==> src/rtl/boe_frame_feeder.sv <==
// ---------------------------------------------------------------------------
// boe_frame_feeder
//
// Upstream feeder for the BOE (sum / max / sort) stage. It accepts a
// valid/ready byte stream carrying a per-frame length header, buffers one
// complete frame of MIN_N..MAX_N bytes, then plays it into BOE on
// back-to-back cycles. BOE is held in reset whenever no frame is in flight,
// so every frame starts from BOE's first state.
//
// Frame cadence at BOE (N = frame length):
//   SEND : N cycles, data_in = buf[0..N-1], data_num = N, boe_rst = 0
//   WAIT : N+2 cycles while BOE emits sum, max and N sorted bytes;
//          frame_done pulses on the last of these cycles
//   then one IDLE cycle with boe_rst = 1 before the next frame can start.
//
// Optional build macro:
//   BOE_FEED_LEN_CHECK_EN  defined   : a header with in_num outside
//                                      MIN_N..MAX_N is dropped with an err
//                                      pulse and no frame is launched.
//                          undefined : in_num is clamped into MIN_N..MAX_N
//                                      and the frame proceeds.
//
// Ports:
//   clk        in   rising-edge clock, shared with BOE
//   rst        in   asynchronous, active-high reset
//   in_valid   in   source beat valid
//   in_ready   out  beat accepted when in_valid && in_ready
//   in_sof     in   beat is the first of a frame (carries in_num)
//   in_num     in   frame length N, sampled on sof beats only
//   in_data    in   data byte
//   boe_rst    out  drives BOE rst (synchronous inside BOE)
//   data_num   out  drives BOE data_num
//   data_in    out  drives BOE data_in
//   frame_done out  one-cycle pulse on the last cycle of the BOE result stream
//   err        out  one-cycle pulse on a protocol error
//
// All outputs are registered.
// ---------------------------------------------------------------------------
module boe_frame_feeder #(
    parameter int MAX_N  = 6,
    parameter int MIN_N  = 2,
    parameter int DATA_W = 8
) (
    input  logic              clk,
    input  logic              rst,
    input  logic              in_valid,
    output logic              in_ready,
    input  logic              in_sof,
    input  logic [2:0]        in_num,
    input  logic [DATA_W-1:0] in_data,
    output logic              boe_rst,
    output logic [2:0]        data_num,
    output logic [DATA_W-1:0] data_in,
    output logic              frame_done,
    output logic              err
);

    localparam logic [2:0] MIN_L = 3'(MIN_N);
    localparam logic [2:0] MAX_L = 3'(MAX_N);

    typedef enum logic [1:0] {
        IDLE = 2'd0,
        FILL = 2'd1,
        SEND = 2'd2,
        WAIT = 2'd3
    } state_t;

    state_t            state;
    logic [DATA_W-1:0] frame_buf [MAX_N];
    logic [2:0]        n_len;     // length of the frame being filled / played
    logic [2:0]        cnt;       // bytes written into frame_buf so far
    logic [2:0]        k;         // index of the next byte to present in SEND
    logic [2:0]        wcnt;      // WAIT cycle index, 0..N+1

    logic              accept;
    logic              hdr_ok;    // header length usable for a new frame
    logic [2:0]        hdr_len;   // length to load from a header beat

`ifdef BOE_FEED_LEN_CHECK_EN
    function automatic logic len_ok(input logic [2:0] v);
        return (v >= MIN_L) && (v <= MAX_L);
    endfunction

    assign hdr_ok  = len_ok(in_num);
    assign hdr_len = in_num;
`else
    // Saturate an out-of-range header length into the legal window.
    function automatic logic [2:0] sat_len(input logic [2:0] v);
        if (v < MIN_L)
            return MIN_L;
        else if (v > MAX_L)
            return MAX_L;
        else
            return v;
    endfunction

    assign hdr_ok  = 1'b1;
    assign hdr_len = sat_len(in_num);
`endif

    assign accept = in_valid && in_ready;

    always_ff @(posedge clk or posedge rst) begin
        if (rst) begin
            state      <= IDLE;
            in_ready   <= 1'b0;
            boe_rst    <= 1'b1;
            data_num   <= '0;
            data_in    <= '0;
            frame_done <= 1'b0;
            err        <= 1'b0;
            n_len      <= '0;
            cnt        <= '0;
            k          <= '0;
            wcnt       <= '0;
            for (int i = 0; i < MAX_N; i++)
                frame_buf[i] <= '0;
        end else begin
            // Pulses default low; only the cycle that raises them holds them.
            frame_done <= 1'b0;
            err        <= 1'b0;

            case (state)
                IDLE: begin
                    in_ready <= 1'b1;
                    boe_rst  <= 1'b1;
                    if (accept) begin
                        if (in_sof && hdr_ok) begin
                            frame_buf[0] <= in_data;
                            n_len        <= hdr_len;
                            cnt          <= 3'd1;
                            state        <= FILL;
                        end else begin
                            // Missing sof, or rejected header length.
                            err <= 1'b1;
                        end
                    end
                end

                FILL: begin
                    in_ready <= 1'b1;
                    boe_rst  <= 1'b1;
                    if (accept) begin
                        if (in_sof) begin
                            // A new header mid-frame abandons the partial frame.
                            err <= 1'b1;
                            if (hdr_ok) begin
                                frame_buf[0] <= in_data;
                                n_len        <= hdr_len;
                                cnt          <= 3'd1;
                            end else begin
                                cnt   <= '0;
                                state <= IDLE;
                            end
                        end else begin
                            frame_buf[cnt] <= in_data;
                            cnt            <= cnt + 3'd1;
                            if (cnt + 3'd1 == n_len) begin
                                // Last byte: release BOE and present byte 0
                                // on the very next cycle. frame_buf[0] was
                                // written on an earlier beat, so it is stable.
                                state    <= SEND;
                                in_ready <= 1'b0;
                                boe_rst  <= 1'b0;
                                data_num <= n_len;
                                data_in  <= frame_buf[0];
                                k        <= 3'd1;
                            end
                        end
                    end
                end

                SEND: begin
                    if (k == n_len) begin
                        state   <= WAIT;
                        data_in <= '0;
                        wcnt    <= '0;
                    end else begin
                        data_in <= frame_buf[k];
                        k       <= k + 3'd1;
                    end
                end

                WAIT: begin
                    if (wcnt == n_len + 3'd1) begin
                        state    <= IDLE;
                        boe_rst  <= 1'b1;
                        in_ready <= 1'b1;
                        data_num <= '0;
                        cnt      <= '0;
                        k        <= '0;
                        wcnt     <= '0;
                    end else begin
                        wcnt <= wcnt + 3'd1;
                        // Registered pulse: raise it on the edge entering
                        // the final WAIT cycle (index N+1).
                        if (wcnt == n_len)
                            frame_done <= 1'b1;
                    end
                end

                default: begin
                    state <= IDLE;
                end
            endcase
        end
    end

endmodule

==> config.mk <==
export PLATFORM = sky130hd
export DESIGN_NAME = boe_frame_feeder
export DESIGN_NICKNAME = d
export VERILOG_FILES = /design/src/rtl/boe_frame_feeder.sv
export SDC_FILE = /design/constraint.sdc
export NUM_CORES = 1
export LEC_CHECK = 0
export ABC_AREA = 1
export CORE_MARGIN = 8
export CORE_UTILIZATION = 45
export DETAILED_ROUTE_END_ITERATION = 16
export GPL_ROUTABILITY_DRIVEN = 0
export PLACE_DENSITY = 0.74
export SYNTH_ARGS = -nofsm -noshare
export SYNTH_HDL_FRONTEND = slang
export SYNTH_SLANG_ARGS = --single-unit
export TNS_END_PERCENT = 10
==> constraint.sdc <==
create_clock -name clk -period 7.6 [get_ports clk]
set_input_delay 1.52 -clock clk [delete_from_list [all_inputs] [get_ports clk]]
set_output_delay 1.52 -clock clk [all_outputs]
set_load 0.01 [all_outputs]
==> Yosys cells after proc, flatten, opt, wreduce, memory -nomap -nowiden <==
Index checks and enable logic that the tools add are counted.
{ "totals": {"rom_bits": 0, "input_bits": 15, "n_memories": 0, "regBits": 77, "ramBits": 0, "output_inout_bits": 15, "word_cells": 122, "latchBits": 0} }
{ "op_classes": {"eq_ne": 15, "n_mul": 0, "add_sub_neg": 4, "muxes": 58, "shifts": 0, "order_cmp": 5, "bitwise_logic": 3, "reduce_logical": 20, "div_mod_pow": 0} }
{ "ops": {"columns": ["op", "count"], "rows": [
  ["2-to-1 mux 8 bit", 10],
  ["bitwise mux 48 bit", 1],
  ["2-to-1 mux 3 bit", 16],
  ["2-to-1 mux 48 bit", 1],
  ["2-to-1 mux 40 bit", 1],
  ["case mux 8 bit (2 select lines)", 2],
  ["binary-select mux 8 bit (select 3 bit)", 1],
  ["demux 8 bit (select 3 bit)", 1],
  ["case mux 3 bit (3 select lines)", 2],
  ["!= test 2 bit, second input constant", 8],
  ["2-to-1 mux 2 bit", 7],
  ["adder 3 x 1 -> 3 bit, second input constant", 4],
  ["equality test 3 bit", 4],
  ["case mux 3 bit (2 select lines)", 2],
  ["2-to-1 mux 1 bit", 11],
  ["AND reduction 5 bit", 2],
  [">= comparator 4 bit, second input constant", 2],
  ["NOT 3 -> 4 bit", 2],
  ["case mux 2 bit (4 select lines)", 1],
  ["AND reduction 4 bit", 2],
  ["nonzero test 2 bit", 4],
  ["AND reduction 7 bit", 1],
  ["AND reduction 3 bit", 2],
  ["AND reduction 6 bit", 1],
  ["13 further kinds", 17]
]} }

==> Depth between registers and ports, before layout <==
Gate-level depths: netlist (run 1).
{ "depth": {"word_depth": 9, "ltp_mapped": 13} }

==> Worst setup path before layout (run 1) <==
OpenSTA, ideal clock, no wires.
{ "synth_timing": {"kind": "input to register", "start": "input port in_valid", "end": "register k[0]", "arrival_ns": 2.416, "slack_ns": 5.067, "path_stages": 9, "setup_ns": 0.117, "path_buffers": 0, "path_cell_list": "nand2_1 -> inv_1 -> nor2_1 -> nor2_2 -> inv_1 -> a21oi_1 -> nand2_1 -> nand2_1 -> nand2_1"} }
{ "synth_via": {"elab_chain_len": 3} }
{ "synth_rtl": {"columns": ["item", "line", "text"], "rows": [
  ["start: declaration", "46", "input logic in_valid,"],
  ["logical AND 1 bit", "101", "assign accept = in_valid && in_ready;"],
  ["!= test 2 bit (no line)", null, null],
  ["AND reduction 6 bit (no line)", null, null],
  ["end signal: assignment", "180", "k <= k + 3'd1;"],
  ["end: declaration", "72", "logic [2:0] k;"]
]} }
No other way between the ends.
A chain may end at the register's enable or synchronous reset.

==> Worst setup path after layout (run 1) <==
{ "layout_timing": {"start": "input port in_sof", "end": "register frame_buf[44] in the netlist's numbering"} }
{ "layout_via": {"elab_chain_len": 3, "word_cells_on_any_way": 5, "cone_classes": "eq/ne: 1; mux: 3; reduce/logical: 1"} }
{ "layout_rtl": {"columns": ["item", "line", "text"], "rows": [
  ["start: declaration", "48", "input logic in_sof,"],
  ["2-to-1 mux 8 bit", "144", "if (in_sof) begin"],
  ["2-to-1 mux 48 bit", "143", "if (accept) begin"],
  ["case mux 8 bit (2 select lines)", "123", "case (state)"],
  ["end signal: indexed assignment", "156", "frame_buf[cnt] <= in_data;"],
  ["end: declaration", "69", "logic [DATA_W-1:0] frame_buf [MAX_N];"]
]} }
Several ways; a longest one is shown, not always the timed one. The select of a mux whose other input is x is not followed.

==> summary.txt, run 1 <==
Net Count, Synth = 554
drt total wl = 9800 microns
vias per cell = 5.22
synthesized area per cell = 7.66 sq um
cell area after synthesis = 4040 sq um
Post-CTS Hold Fix Bufs = 0
CTS tree = yes
Startpoint Class = input pin
first-pass GRT wire length = 17100 microns
Post-CTS Setup Bufs = 0
pin count of the biggest net entering global routing = 78
core area = 8720 sq um
Layout Nets = 582
fin crit share = 0.405
# IOs = 30
area of the multi-input gates = 1860 sq um
Clock Skew = 9.70 ps
CP required = 7870 ps
Synth Register Bits = 77
sequential fraction of the synthesis area = 0.478
Synth cell types = 31
Final Non-Filler Cells = 668
Crit. End Element = register
Final Hold Fails = 0
LEAKAGE = 0.00230 uW
vias post-DR = 3489
CTS Root Buffer Type = clkbuf_8
CP Data Arrival Time = 3350 ps
Cells after Synth = 527
Top FF cell, synth = dfrtp_1
Worst Hold Class = register to register
cts bufs inserted = 9
FF/Latch Area = 1930 sq um
Clock Path Buffers = 2
antenna viol nets, final = 0
Final setup viols = 0
HPWL Detailed = 6510 microns
Slew @ Worst Pin = 1000 ps
# fillers = 805
DRC violations left = 0
CP max-delay cell = clkdlybuf4s50_1
vias in the first global route = 3541
asr flop ratio synth = 1.00
initial antenna violation count = 0
initial DRC count = 249
max_slew headroom = 0.331
share of cells above drive strength 1 = 0.0768
Worst VDD drop = 0.153 mV
post-CTS sizing = 0
Post-synth EDFFs = 0
crit-path cells = clkdlybuf4s50_1, inv_1, ha_1, a21oi_4, nand2_1, o22ai_1
n_diodes = 0
status = complete, no violations
Max Slew Vio Count = 0
initial core utilization = 0.463
die width = 111 microns
drt wl/cell = 14.7 microns
Final TNS setup = 0 ps
biggest cell delay along the critical path = 550 ps
max_cap viols = 0
number of port buffers = 29
P&R area growth vs syn = 13.9%
FP Rows = 34
crit-path leading delay family = buffers and inverters
GRT Total Usage = 0.166
worst-path maximum fanout = 9
crit path kind = input pin to register
Tmin final = 3080 ps
CTS clock-pin slew for the worst setup and hold paths = 80 ps
Power Dens Cells = 394 nW/um^2
die area = 12300 sq um
gr ovfl total = 0
RSZ-0062 raised after global routing = false
H-tree depth = 3
placed insts = 652
Yosys warning count = 0
height of the die = 111 microns
Initial DRT Pass Iterations = 5
Worst-Skew Late Latency = 360 ps
fmax = 325 MHz
clock sink count = 77
Worst Path Buf+Inv = 2
[per-layer routing]
layer,global-route usage,share of wire,vias up
met5,0,0,-
met4,0.0432,0.015,0
met3,0.0455,0.040,19
met2,0.279,0.48,72
met1,0.206,0.46,1653
li1,-,-,1745
[cell usage after synthesis (2+ instances only)]
cell type    n  share of area
or2_2        2         0.0031
nand4_2      4          0.012
a21oi_1      8         0.0099
o22ai_1      8          0.012
dfrtp_1     76           0.47
nor2_2       3         0.0047
nand2_2      3         0.0047
nor3_1       2         0.0025
o21a_1       8          0.015
xnor2_1      2         0.0043
o21ai_1      9          0.011
clkbuf_1     7         0.0065
inv_2        5         0.0047
nand4_1      3         0.0047
nand2_1    211           0.20
nand3_1     15          0.019
buf_2        6         0.0074
o21ai_0     67          0.083
nor2_1      24          0.022
inv_1       42          0.039
ha_1        12          0.037
[sequential cells by signal (all words and copies together) (netlist names), 2 cells and up]
signal     cells
cnt            3
data_in        8
data_num       3
frame_buf     48
k              3
n_len          3
state          2
wcnt           3
[worst reg2reg max path, stage by stage (launching register included)]
cell,delay (ps)
dfrtp_1,440
inv_1,120
ha_1,370
or2_2,200
nand3_1,110
a21oi_4,340
nand2_1,360
o22ai_1,230
[path summary, 6_finish.rpt]
path	depth (start not counted)	slack, ps	endpoint	startpoint
max	6	4520	frame_buf[44]	in_sof
min	2	470	boe_rst	boe_rst
max reg2reg	7	5350	frame_buf[44]	state[1]
min reg2reg	2	470	boe_rst	boe_rst
max in group asynchronous	3	5150	cnt[2]	rst
min in group asynchronous	3	1740	frame_buf[28]	rst
[area by class of cell]
type / instances / share of cell area
sequential: 77 / 0.419
multi-input combinational: 388 / 0.405
timing repair buffer: 31 / 0.0664
inverter: 48 / 0.0395
clock buffer: 11 / 0.0329
tap: 108 / 0.0294
clock inverter: 5 / 0.00735
[report_power, final]
part	total (uW)	switching, uW	internal (uW)
Combinational	860	551	309
Clock	292	156	136
Sequential	658	108	550
[cell families (layout without fill, tap and decap cells)]
| kind of cell | count (synthesis) | count (layout) | share of synthesized area |
|---|---|---|---|
| compound gates | 103 | 103 | 0.140 |
| simple gates | 270 | 270 | 0.277 |
| fa+ha+maj | 12 | 12 | 0.0372 |
| flops | 77 | 77 | 0.478 |
| xor+xnor | 3 | 3 | 0.00651 |
| buf+inv | 62 | 95 | 0.0608 |
[stage by stage]
stage / worst slack (ps) / util / total power [uW] / area, sq um / hold WS (ps)
floorplan: 4110 / - / 1260 / 4040 / 448
global placement: 4190 / 0.506 / 1490 / 4410 / 458
detailed placement: 4170 / 0.506 / 1520 / 4410 / 462
CTS: 4540 / 0.527 / 1810 / 4600 / 475
global route: 4430 / 0.527 / 1980 / 4600 / 515
finish: 4520 / 0.527 / 1810 / 4600 / 467
[layout by cell type, fill, tap and decap left out]
cell and instances:
o211ai_1 1, o21ai_1 9, nor2_1 24, inv_6 1
nand4_2 4, o21a_1 8, nor2_2 3, nand3_1 15
clkdlybuf4s50_1 29, nand2_1 211, clkinv_2 3, a21oi_4 1
inv_1 41, nand2_4 1, o22ai_1 8, o21ai_0 67
ha_1 12, clkinvlp_4 2, clkbuf_8 11, dfrtp_1 76
a31oi_2 1, buf_4 2, a21oi_1 8, inv_2 6
xor2_1 1, nor3_1 2, xnor2_1 2, nand3_2 1
nand2_2 3, dfstp_2 1, or2_2 2, nand4_1 3
nor2_4 1
No activity file was read; power rests on OpenSTA's default activity.
==> inputs of run 2 (changes only) <==
Clock period 7.6 ns to 3.2 ns, I/O delays scaled along.
==> run 2 against run 1 <==
Compared with the run above: die area did not move; hold slack better by 6.9 ps; sequential power up 140%; largest power group unchanged.
==> summary.txt, run 2 (same netlist as run 1, synthesis figures left out) <==
Final setup viols = 0 (unchanged)
die area = 12300 sq um (unchanged)
hold path cells = 2 (unchanged)
biggest regs = frame_buf: 48 flops, data_in: 8 flops
area of the multi-input gates = 1860 sq um (unchanged)
cts bufs inserted = 9 (unchanged)
Placement Setup Slack = 664 ps (-3510 ps)
max_slew headroom = 0.489 (+0.158)
crit-path cells = inv_1, ha_1, or2_2, nand3_1, a21oi_4, nand2_1, o22ai_1
Worst Hold Class = register to register
fin crit share = 0.730
GRT Total Usage = 0.167 (+0.000249)
die width = 111 microns (unchanged)
fin worst setup slack = 863 ps (-3660 ps)
placed insts = 654 (+0.31%)
CP max-delay cell = dfrtp_1
number of port buffers = 29 (unchanged)
drt wl/cell = 15.1 microns (+2.9%)
Tmin final = 2340 ps
CTS clock-pin slew for the worst setup and hold paths = 80 ps (about the same)
fmax = 428 MHz
CTS tree = yes
Slew @ Worst Pin = 763 ps (-240 ps)
Max Slew Vio Count = 0 (unchanged)
Clock Skew = 6.54 ps (-3.16 ps)
core area = 8720 sq um (unchanged)
DRC violations left = 0 (unchanged)
Final Non-Filler Cells = 670 (+0.30%)
FP Rows = 34 (unchanged)
worst-path maximum fanout = 9 (unchanged)
n_diodes = 0 (unchanged)
Worst-Skew Late Latency = 350 ps (about the same)
LEAKAGE = 0.00231 uW (+0.63%)
commonest non-fill, non-tap cell in the layout = nand2_1
drt total wl = 10100 microns (+3.2%)
max_cap viols = 0 (unchanged)
Initial DRT Pass Iterations = 5 (unchanged)
H-tree depth = 3 (unchanged)
HPWL Detailed = 6850 microns (+5.2%)
max reg flops = 48 (unchanged)
Power Dens Cells = 938 nW/um^2 (+140%)
Clock Path Buffers = 2 (unchanged)
post-CTS sizing = 0 (unchanged)
RSZ-0062 raised after global routing = false
Layout Nets = 584 (+0.34%)
crit path kind = register to register
CP required = 3460 ps (-4410 ps)
pin count of the biggest net entering global routing = 37 (-53%)
Worst VDD drop = 0.434 mV (+180%)
Post-CTS Hold Fix Bufs = 0 (unchanged)
initial antenna violation count = 0 (unchanged)
initial core utilization = 0.463 (unchanged)
biggest cell delay along the critical path = 440 ps (-110 ps)
Startpoint Class = register
Top reg by flops = frame_buf
CTS Root Buffer Type = clkbuf_8
share of cells above drive strength 1 = 0.0783 (+0.00151)
Post-CTS Setup Bufs = 0 (unchanged)
status = complete, no violations
clock sink count = 77 (unchanged)
# fillers = 795 (-1.2%)
Final TNS setup = 0 ps (unchanged)
# IOs = 30 (unchanged)
first-pass GRT wire length = 17200 microns (+0.20%)
P&R area growth vs syn = 14.4%
gr ovfl total = 0 (unchanged)
vias post-DR = 3584 (+2.7%)
antenna viol nets, final = 0 (unchanged)
Tot Pwr = 4330 uW (+140%)
FF/Latch Area = 1930 sq um (unchanged)
height of the die = 111 microns (unchanged)
Crit. End Element = register
vias in the first global route = 3599 (+1.6%)
Worst Reg-to-Reg Cells = 7 (unchanged)
initial DRC count = 233 (-6.4%)
CP Data Arrival Time = 2600 ps (-750 ps)
commonest cells after routing, fill and taps aside = nand2_1, dfrtp_1, o21ai_0, inv_1, clkdlybuf4s50_1
vias per cell = 5.35 (+2.4%)
Final Hold Fails = 0 (unchanged)
==> run 2: final cells by class <==
class,count,area share
Sequential cell,77,0.418
Timing Repair Buffer,33,0.0721
Multi-Input combinational cell,388,0.403
Inverter,48,0.0393
Tap cell,108,0.0293
Clock inverter,4,0.00488
Clock buffer,12,0.0336
==> run 2: per-stage QoR <==
| step | util | hold WS [ps] | cell area, sq um |
|---|---|---|---|
| after floorplan | - | 448 | 4040 |
| after global placement | 0.509 | 458 | 4440 |
| after detailed placement | 0.509 | 462 | 4440 |
| after CTS | 0.529 | 474 | 4620 |
| after global routing | 0.529 | 492 | 4620 |
| final | 0.529 | 474 | 4620 |
==> run 2: path summary, 6_finish.rpt <==
path / to / slack (ps) / start
setup / recovery: frame_buf[43] / 860 / state[1]
hold / removal: boe_rst / 470 / boe_rst
setup reg to reg: frame_buf[43] / 860 / state[1]
hold reg to reg: boe_rst / 470 / boe_rst
max in group asynchronous: frame_buf[17] / 1920 / rst
min in group asynchronous: cnt[2] / 610 / rst
==> run 2: critical path: cells and delay by family, from the launching register on <==
kind            cells  cell delay, ps
fa+ha+maj           1             410
flops               1             440
buf+inv             1             130
simple gates        3             690
compound gates      2             570
==> run 2: layer usage <==
metal,vias to the layer above,global-route usage,routed length [microns]
met5,-,0,0
met4,0,0.0459,123
met3,15,0.0390,543
met2,111,0.284,5020
met1,1712,0.205,4430
li1,1746,-,-
==> run 2: where the power goes <==
group	switching, uW	internal, uW
Clock	358	321
Sequential	264	1310
Combinational	1340	744
Total	1960	2370
